`config.mk`:
```
export PLATFORM = sky130hd
export DESIGN_NAME = decade_emitter_flat
export DESIGN_NICKNAME = d
export VERILOG_FILES = /design/src/rtl/decade_emitter_if.sv /design/src/rtl/decade_emitter.sv /design/src/flat_wrapper.sv
export SDC_FILE = /design/constraint.sdc
export NUM_CORES = 1
export LEC_CHECK = 0
export ABC_AREA = 1
export BUFFER_PORTS_ARGS = -buffer_cell sky130_fd_sc_hd__buf_2
export CORE_MARGIN = 1
export CORE_UTILIZATION = 37
export CTS_CLUSTER_SIZE = 24
export DETAILED_ROUTE_END_ITERATION = 16
export GPL_TIMING_DRIVEN = 0
export PLACE_DENSITY = 0.59
export SLEW_MARGIN = 5
export SYNTH_ARGS = -nofsm -noshare
export SYNTH_HDL_FRONTEND = slang
export SYNTH_SLANG_ARGS = --single-unit
```
`constraint.sdc`:
```
create_clock -name i_clk -period 1.9 [get_ports i_clk]
set_input_delay 0.19 -clock i_clk [delete_from_list [all_inputs] [get_ports i_clk]]
set_output_delay 0.19 -clock i_clk [all_outputs]
set_load 0.005 [all_outputs]
```
`src/rtl/decade_emitter_if.sv`:
```
// rtl/decade_emitter_if.sv - request and counter-strobe bundle for decade_emitter
interface decade_emitter_if;
  logic       i_start;
  logic [3:0] i_digit;
  logic [4:0] i_count;
  logic       o_clear;
  logic       o_advance;
  logic       o_busy;
  logic       o_done;
  logic [4:0] o_shadow;
  logic       o_digit_err;
  logic       o_check;

  modport master (
    output i_start, i_digit, i_count,
    input  o_clear, o_advance, o_busy, o_done, o_shadow, o_digit_err, o_check
  );

  modport slave (
    input  i_start, i_digit, i_count,
    output o_clear, o_advance, o_busy, o_done, o_shadow, o_digit_err, o_check
  );
endinterface

```
`src/rtl/decade_emitter.sv`:
```
// rtl/decade_emitter.sv - clear + N advance pulse train with Johnson shadow; optional DECADE_EMITTER_CHECK_EN
module decade_emitter #(
  parameter int CLR_W = 1,
  parameter int ADV_W = 2,
  parameter int GAP   = 2
) (
  input  logic             i_clk,
  input  logic             i_reset,
  decade_emitter_if.slave  io_bus
);

  localparam int MAXW  = (CLR_W > ADV_W) ? ((CLR_W > GAP) ? CLR_W : GAP)
                                         : ((ADV_W > GAP) ? ADV_W : GAP);
  localparam int CNT_W = (MAXW > 1) ? $clog2(MAXW) : 1;

  typedef enum logic [2:0] {
    S_IDLE, S_CLEAR, S_SETTLE, S_PULSE, S_GAP, S_CHECK, S_DONE
  } state_t;

  state_t           r_state, w_next_state;
  logic [CNT_W-1:0] r_cnt, w_next_cnt;
  logic [3:0]       r_remaining, w_next_remaining;
  logic [4:0]       r_shadow, w_next_shadow;
  logic             r_clear, r_advance, r_busy, r_done, r_digit_err, r_check;
  logic             w_next_clear, w_next_advance, w_next_busy, w_next_done;
  logic             w_next_digit_err, w_next_check, w_accept;

`ifndef DECADE_EMITTER_CHECK_EN
  logic w_unused_count;
  assign w_unused_count = ^io_bus.i_count;
`endif

  // Next-state, phase counter and next values of every registered output.
  always_comb begin
    w_next_state     = r_state;
    w_next_cnt       = r_cnt + CNT_W'(1);
    w_next_remaining = r_remaining;
    w_next_digit_err = 1'b0;
    w_accept         = 1'b0;
    case (r_state)
      S_IDLE: begin
        w_next_cnt = '0;
        if (io_bus.i_start) begin
          if (io_bus.i_digit <= 4'd9) begin
            w_accept         = 1'b1;
            w_next_remaining = io_bus.i_digit;
            w_next_state     = S_CLEAR;
          end else begin
            w_next_digit_err = 1'b1;
          end
        end
      end
      S_CLEAR: begin
        if (r_cnt == CNT_W'(CLR_W - 1)) begin
          w_next_cnt   = '0;
          w_next_state = S_SETTLE;
        end
      end
      S_SETTLE: begin
        w_next_cnt   = '0;
        w_next_state = (r_remaining != 4'd0) ? S_PULSE : S_CHECK;
      end
      S_PULSE: begin
        if (r_cnt == CNT_W'(ADV_W - 1)) begin
          w_next_cnt       = '0;
          w_next_remaining = r_remaining - 4'd1;
          w_next_state     = S_GAP;
        end
      end
      S_GAP: begin
        if (r_cnt == CNT_W'(GAP - 1)) begin
          w_next_cnt   = '0;
          w_next_state = (r_remaining != 4'd0) ? S_PULSE : S_CHECK;
        end
      end
      S_CHECK: begin
        w_next_cnt   = '0;
        w_next_state = S_DONE;
      end
      S_DONE: begin
        w_next_cnt   = '0;
        w_next_state = S_IDLE;
      end
      default: begin
        w_next_cnt   = '0;
        w_next_state = S_IDLE;
      end
    endcase

    // Strobes are decoded from the next state so they leave flops directly.
    w_next_clear   = (w_next_state == S_CLEAR);
    w_next_advance = (w_next_state == S_PULSE);
    w_next_busy    = (w_next_state != S_IDLE) && (w_next_state != S_DONE);
    w_next_done    = (w_next_state == S_DONE);

    // Shadow zeroes while clearing and takes one Johnson step per pulse.
    w_next_shadow = r_shadow;
    if (w_next_state == S_CLEAR)
      w_next_shadow = 5'b00000;
    else if ((w_next_state == S_PULSE) && (r_state != S_PULSE))
      w_next_shadow = {r_shadow[3:0], ~r_shadow[4]};

`ifdef DECADE_EMITTER_CHECK_EN
    w_next_check = r_check;
    if (w_accept)
      w_next_check = 1'b0;
    else if ((r_state == S_CHECK) && (io_bus.i_count != r_shadow))
      w_next_check = 1'b1;
`else
    w_next_check = 1'b0;
`endif
  end

  // State and output registers; reset drops every strobe on the same edge.
  always_ff @(posedge i_clk) begin
    if (i_reset) begin
      r_state     <= S_IDLE;
      r_cnt       <= '0;
      r_remaining <= 4'd0;
      r_shadow    <= 5'b00000;
      r_clear     <= 1'b0;
      r_advance   <= 1'b0;
      r_busy      <= 1'b0;
      r_done      <= 1'b0;
      r_digit_err <= 1'b0;
      r_check     <= 1'b0;
    end else begin
      r_state     <= w_next_state;
      r_cnt       <= w_next_cnt;
      r_remaining <= w_next_remaining;
      r_shadow    <= w_next_shadow;
      r_clear     <= w_next_clear;
      r_advance   <= w_next_advance;
      r_busy      <= w_next_busy;
      r_done      <= w_next_done;
      r_digit_err <= w_next_digit_err;
      r_check     <= w_next_check;
    end
  end

  assign io_bus.o_clear     = r_clear;
  assign io_bus.o_advance   = r_advance;
  assign io_bus.o_busy      = r_busy;
  assign io_bus.o_done      = r_done;
  assign io_bus.o_shadow    = r_shadow;
  assign io_bus.o_digit_err = r_digit_err;
  assign io_bus.o_check     = r_check;

endmodule
```
`src/flat_wrapper.sv`:
```
// flat-port wrapper written by rule: the top's interface ports become plain ports
module decade_emitter_flat 
#(
  parameter int CLR_W = 1,
  parameter int ADV_W = 2,
  parameter int GAP   = 2
)
  (i_clk, i_reset, io_bus_i_start, io_bus_i_digit, io_bus_i_count, io_bus_o_clear, io_bus_o_advance, io_bus_o_busy, io_bus_o_done, io_bus_o_shadow, io_bus_o_digit_err, io_bus_o_check);
  decade_emitter_if io_bus_i ();
  input  logic i_clk;
  input  logic i_reset;
  input wire logic [$bits(io_bus_i.i_start)-1:0] io_bus_i_start;
  input wire logic [$bits(io_bus_i.i_digit)-1:0] io_bus_i_digit;
  input wire logic [$bits(io_bus_i.i_count)-1:0] io_bus_i_count;
  output wire logic [$bits(io_bus_i.o_clear)-1:0] io_bus_o_clear;
  output wire logic [$bits(io_bus_i.o_advance)-1:0] io_bus_o_advance;
  output wire logic [$bits(io_bus_i.o_busy)-1:0] io_bus_o_busy;
  output wire logic [$bits(io_bus_i.o_done)-1:0] io_bus_o_done;
  output wire logic [$bits(io_bus_i.o_shadow)-1:0] io_bus_o_shadow;
  output wire logic [$bits(io_bus_i.o_digit_err)-1:0] io_bus_o_digit_err;
  output wire logic [$bits(io_bus_i.o_check)-1:0] io_bus_o_check;
  assign io_bus_i.i_start = io_bus_i_start;
  assign io_bus_i.i_digit = io_bus_i_digit;
  assign io_bus_i.i_count = io_bus_i_count;
  assign io_bus_o_clear = io_bus_i.o_clear;
  assign io_bus_o_advance = io_bus_i.o_advance;
  assign io_bus_o_busy = io_bus_i.o_busy;
  assign io_bus_o_done = io_bus_i.o_done;
  assign io_bus_o_shadow = io_bus_i.o_shadow;
  assign io_bus_o_digit_err = io_bus_i.o_digit_err;
  assign io_bus_o_check = io_bus_i.o_check;
  decade_emitter #(.CLR_W(CLR_W), .ADV_W(ADV_W), .GAP(GAP)) u_core (.i_clk(i_clk), .i_reset(i_reset), .io_bus(io_bus_i));
endmodule
```
==> flow_summary.json <==
{
  "yosys_warnings": 0,
  "r2r-start": "u_core.r_remaining[0]",
  "layout.nets": 181,
  "synth_top_family_by_area": "simple AND/OR/NAND/NOR gates",
  "globalRoute.busiestLayer": "met2",
  "root_buffer": "clkbuf_4",
  "rows": 18,
  "grt_overflow": 0,
  "grt_use_total_pct": 17.3,
  "antennaDiodeCount": 0,
  "worstHoldStart": "io_bus_i_start",
  "cts_sinks": 18,
  "gp_congestion": 0.842,
  "cp_max_fo": 7,
  "postCtsSetupRepairBufs": 0,
  "critPathKind": "flip-flop to flip-flop",
  "drc": 0,
  "seq_power_share_pct": 37.9,
  "synthSimpleGateAreaFrac_pct": 40.9,
  "cpPeakStageDelay_ns": 0.35,
  "synth.mux.area_fraction_pct": 0,
  "hold_viol": 0,
  "synthCells": 148,
  "setup_ws_ns": 0.328,
  "fmax_mhz": 636,
  "syn_area_sq_um": 1000,
  "reg2reg_slack_ns": 0.33,
  "synth-seq-cells": 18,
  "wl_mm": 1.99,
  "worstSetupStartpointType": "flip-flop",
  "postRouteAntennaNets": 0,
  "p_sw_mw": 0.527,
  "ys_types": 27,
  "fin_worst_skew_ns": 0.0116,
  "ir_worst_vdd_uv": 533,
  "area_delta_synth_final_pct": 14.9,
  "via_count": 942,
  "grt_max_degree": 11,
  "critical_path.slowest_cell": "dfxtp_1",
  "die-area_sq_um": 2920,
  "synth-compound-area-share_pct": 9.24,
  "pwr-share-clk_pct": 19.1,
  "fp.dieW_um": 54.0,
  "synthAdderAreaFrac_pct": 1.25,
  "dp_hpwl_mm": 1.54,
  "fin_crit_ns": 1.57,
  "multiInputGateArea_sq_um": 519,
  "htree_num_levels": 1,
  "min_path_cells": 3,
  "dr.pass1.iters": 4,
  "numCtsBuffers": 3,
  "critical_path_buf_inv_count": 1,
  "grt_pass1_wl_mm": 3.64,
  "status": "complete, no violations",
  "tritoncts": "yes",
  "drv_cap": 0,
  "viasPerCell": 4.78,
  "crit_required_ns": 2.14,
  "ctsHoldBuffers": 0,
  "io_pins": 23,
  "antenna_found_initial": 0,
  "p_per_area_nw_per_um2": 1130,
  "cts_buffer_depth": 2,
  "crit_chain": "inv_1 > ha_1 > nand3_1 > nand2_1 > nand2_1 > nand2_1 > nand2_4 > nand3_4 > nand2_1 > nand2_1 > nor2_2",
  "internal_power_mw": 0.772,
  "min_to": "u_core.io_bus.o_digit_err",
  "first_iter_violations": 7,
  "slew_violations": 0,
  "met1_usage_pct": 23.0,
  "power.share.switching_pct": 40.6,
  "synth_area_per_cell_sq_um": 6.77,
  "worstSkewPairLatency_ns": 0.30,
  "dieHeight_um": 54.0,
  "worst_ep_arrival_time_ns": 1.81,
  "wl_per_cell_um": 10.1,
  "postLayoutCoreUtil_pct": 45.6,
  "rsz0062_at_grt": "false",
  "setup_violations": 0,
  "holdCritPathClass": "input port to flip-flop",
  "leakage_nw": 0.595,
  "initial_utilization_pct": 39.7,
  "synth_nets": 161,
  "cpMostUsedCell": "nand2_1",
  "clk_pin_slew_ns": 0.12,
  "finalSetupTns_ns": 0,
  "port_buffers": 15,
  "synth-xor-area-share_pct": 0,
  "fp.coreArea_sq_um": 2520,
  "cp-end-kind": "flip-flop",
  "ctsResizeCount": 0,
  "seq_area_sq_um": 360,
  "power_frac_comb_pct": 43.0,
  "fin_crit_sh_pct": 82.8,
  "met3_usage_pct": 2.54,
  "nFillCells": 276,
  "r2r_end": "u_core.io_bus.o_shadow[0]",
  "layout-drive-gt1-share_pct": 23.4,
  "yosysSeqAreaShare_pct": 36.0,
  "use_met2_pct": 28.0,
  "grt_pass1_vias": 835,
  "dp_slack_ns": 0.340,
  "ff2ff_path_depth": 11,
  "cp_top_family": "simple AND/OR/NAND/NOR gates"
}
-- cells in the mapped netlist --
library cell	count	area, sq um
o21ai_0	7	35.0
nand3_2	3	30.0
inv_4	1	6.26
nor2_4	1	11.3
dfxtp_1	18	360
nor2_1	16	60.1
clkbuf_1	1	3.75
nand4_1	5	31.3
buf_4	1	7.51
nand3_4	1	17.5
nor3_1	1	5.00
conb_1	1	3.75
o31ai_1	1	7.51
nand3b_1	1	7.51
nand3_1	6	30.0
a211oi_1	1	7.51
nor2_2	5	31.3
nand2_2	4	25.0
nand2_1	40	150
inv_1	21	78.8
nand2_4	1	11.3
buf_6	2	22.5
inv_2	1	3.75
a21oi_1	5	25.0
o21ai_1	2	10.0
ha_1	1	12.5
o21a_1	1	7.51
-- routing by layer --
metal | wire length, um | share of wire (%)
met5 | 0 | 0
met2 | 929 | 47
met3 | 68 | 3.4
met4 | 23 | 1.2
met1 | 969 | 49
-- registers in the layout, summed over array words and instances, names as in the netlist --
register,flops
u_core.io_bus.o_done,1
u_core.io_bus.o_advance,1
u_core.io_bus.o_clear,1
u_core.r_state,3
u_core.io_bus.o_digit_err,1
u_core.r_cnt,1
u_core.io_bus.o_shadow,5
u_core.r_remaining,4
u_core.io_bus.o_busy,1
-- worst min-delay path, stage by stage --
cell and delay, ns:
buf_2 0.11, nand2_1 0.08, nor3_1 0.04
-- worst max path at each step --
stage / from / to / depth (start not counted)
floorplan: u_core.r_remaining[0] / u_core.io_bus.o_shadow[0] / 10
global placement: u_core.r_remaining[0] / u_core.io_bus.o_shadow[2] / 11
detailed placement: u_core.r_remaining[0] / u_core.io_bus.o_shadow[3] / 11
CTS: u_core.r_remaining[0] / u_core.io_bus.o_shadow[3] / 11
global route: u_core.r_remaining[0] / u_core.io_bus.o_shadow[3] / 11
finish: u_core.r_remaining[0] / u_core.io_bus.o_shadow[0] / 11
-- cells by family (layout without fill, tap and decap cells) --
| logic type | count (synthesis) | in the layout |
|---|---|---|
| other cells | 1 | 1 |
| fa+ha+maj | 1 | 1 |
| buf+inv | 27 | 46 |
| compound gates | 17 | 17 |
| flops | 18 | 18 |
| simple gates | 84 | 84 |
-- layout make-up --
type	instances	area share (%)
inverter	23	7.72
sequential	18	31.3
clock buffer	4	3.15
tap	30	3.26
buffer	4	2.93
timing repair buffer	15	6.52
multi-input combinational	103	45.1
-- power groups by stage --
stage	combinational, mW	clock, mW	sequential, mW
6_report	0.559	0.248	0.492
5_1_grt	0.654	0.274	0.502
4_1_cts	0.563	0.251	0.492
3_5_place_dp	0.559	0	0.500
3_3_place_gp	0.553	0	0.498
2_1_floorplan	0.438	0	0.500
-- placed cells by master, fill, tap and decap left out, types with 2 or more instances in the layout --
cell      Yosys  layout
buf_6         2       2
nand2_2       4       4
nor2_1       16      16
inv_1        21      21
buf_2         0      15
a21oi_1       5       5
nand3_2       3       3
clkbuf_4      0       3
nor2_2        5       5
dfxtp_1      18      18
o21ai_0       7       7
nand2_1      40      40
o21ai_1       2       2
nand4_1       5       5
nand3_1       6       6
-- metrics by stage --
step	std cells	hold slack [ns]	instance area (sq um)	power, mW
6_report	197	0.146	1150	1.30
5_1_grt	197	0.161	1150	1.43
4_1_cts	197	0.146	1150	1.31
3_5_place_dp	193	0.473	1110	1.06
3_3_place_gp	193	0.472	1110	1.05
2_1_floorplan	148	0.338	1000	0.938
Power figures use the tool's default switching activity.
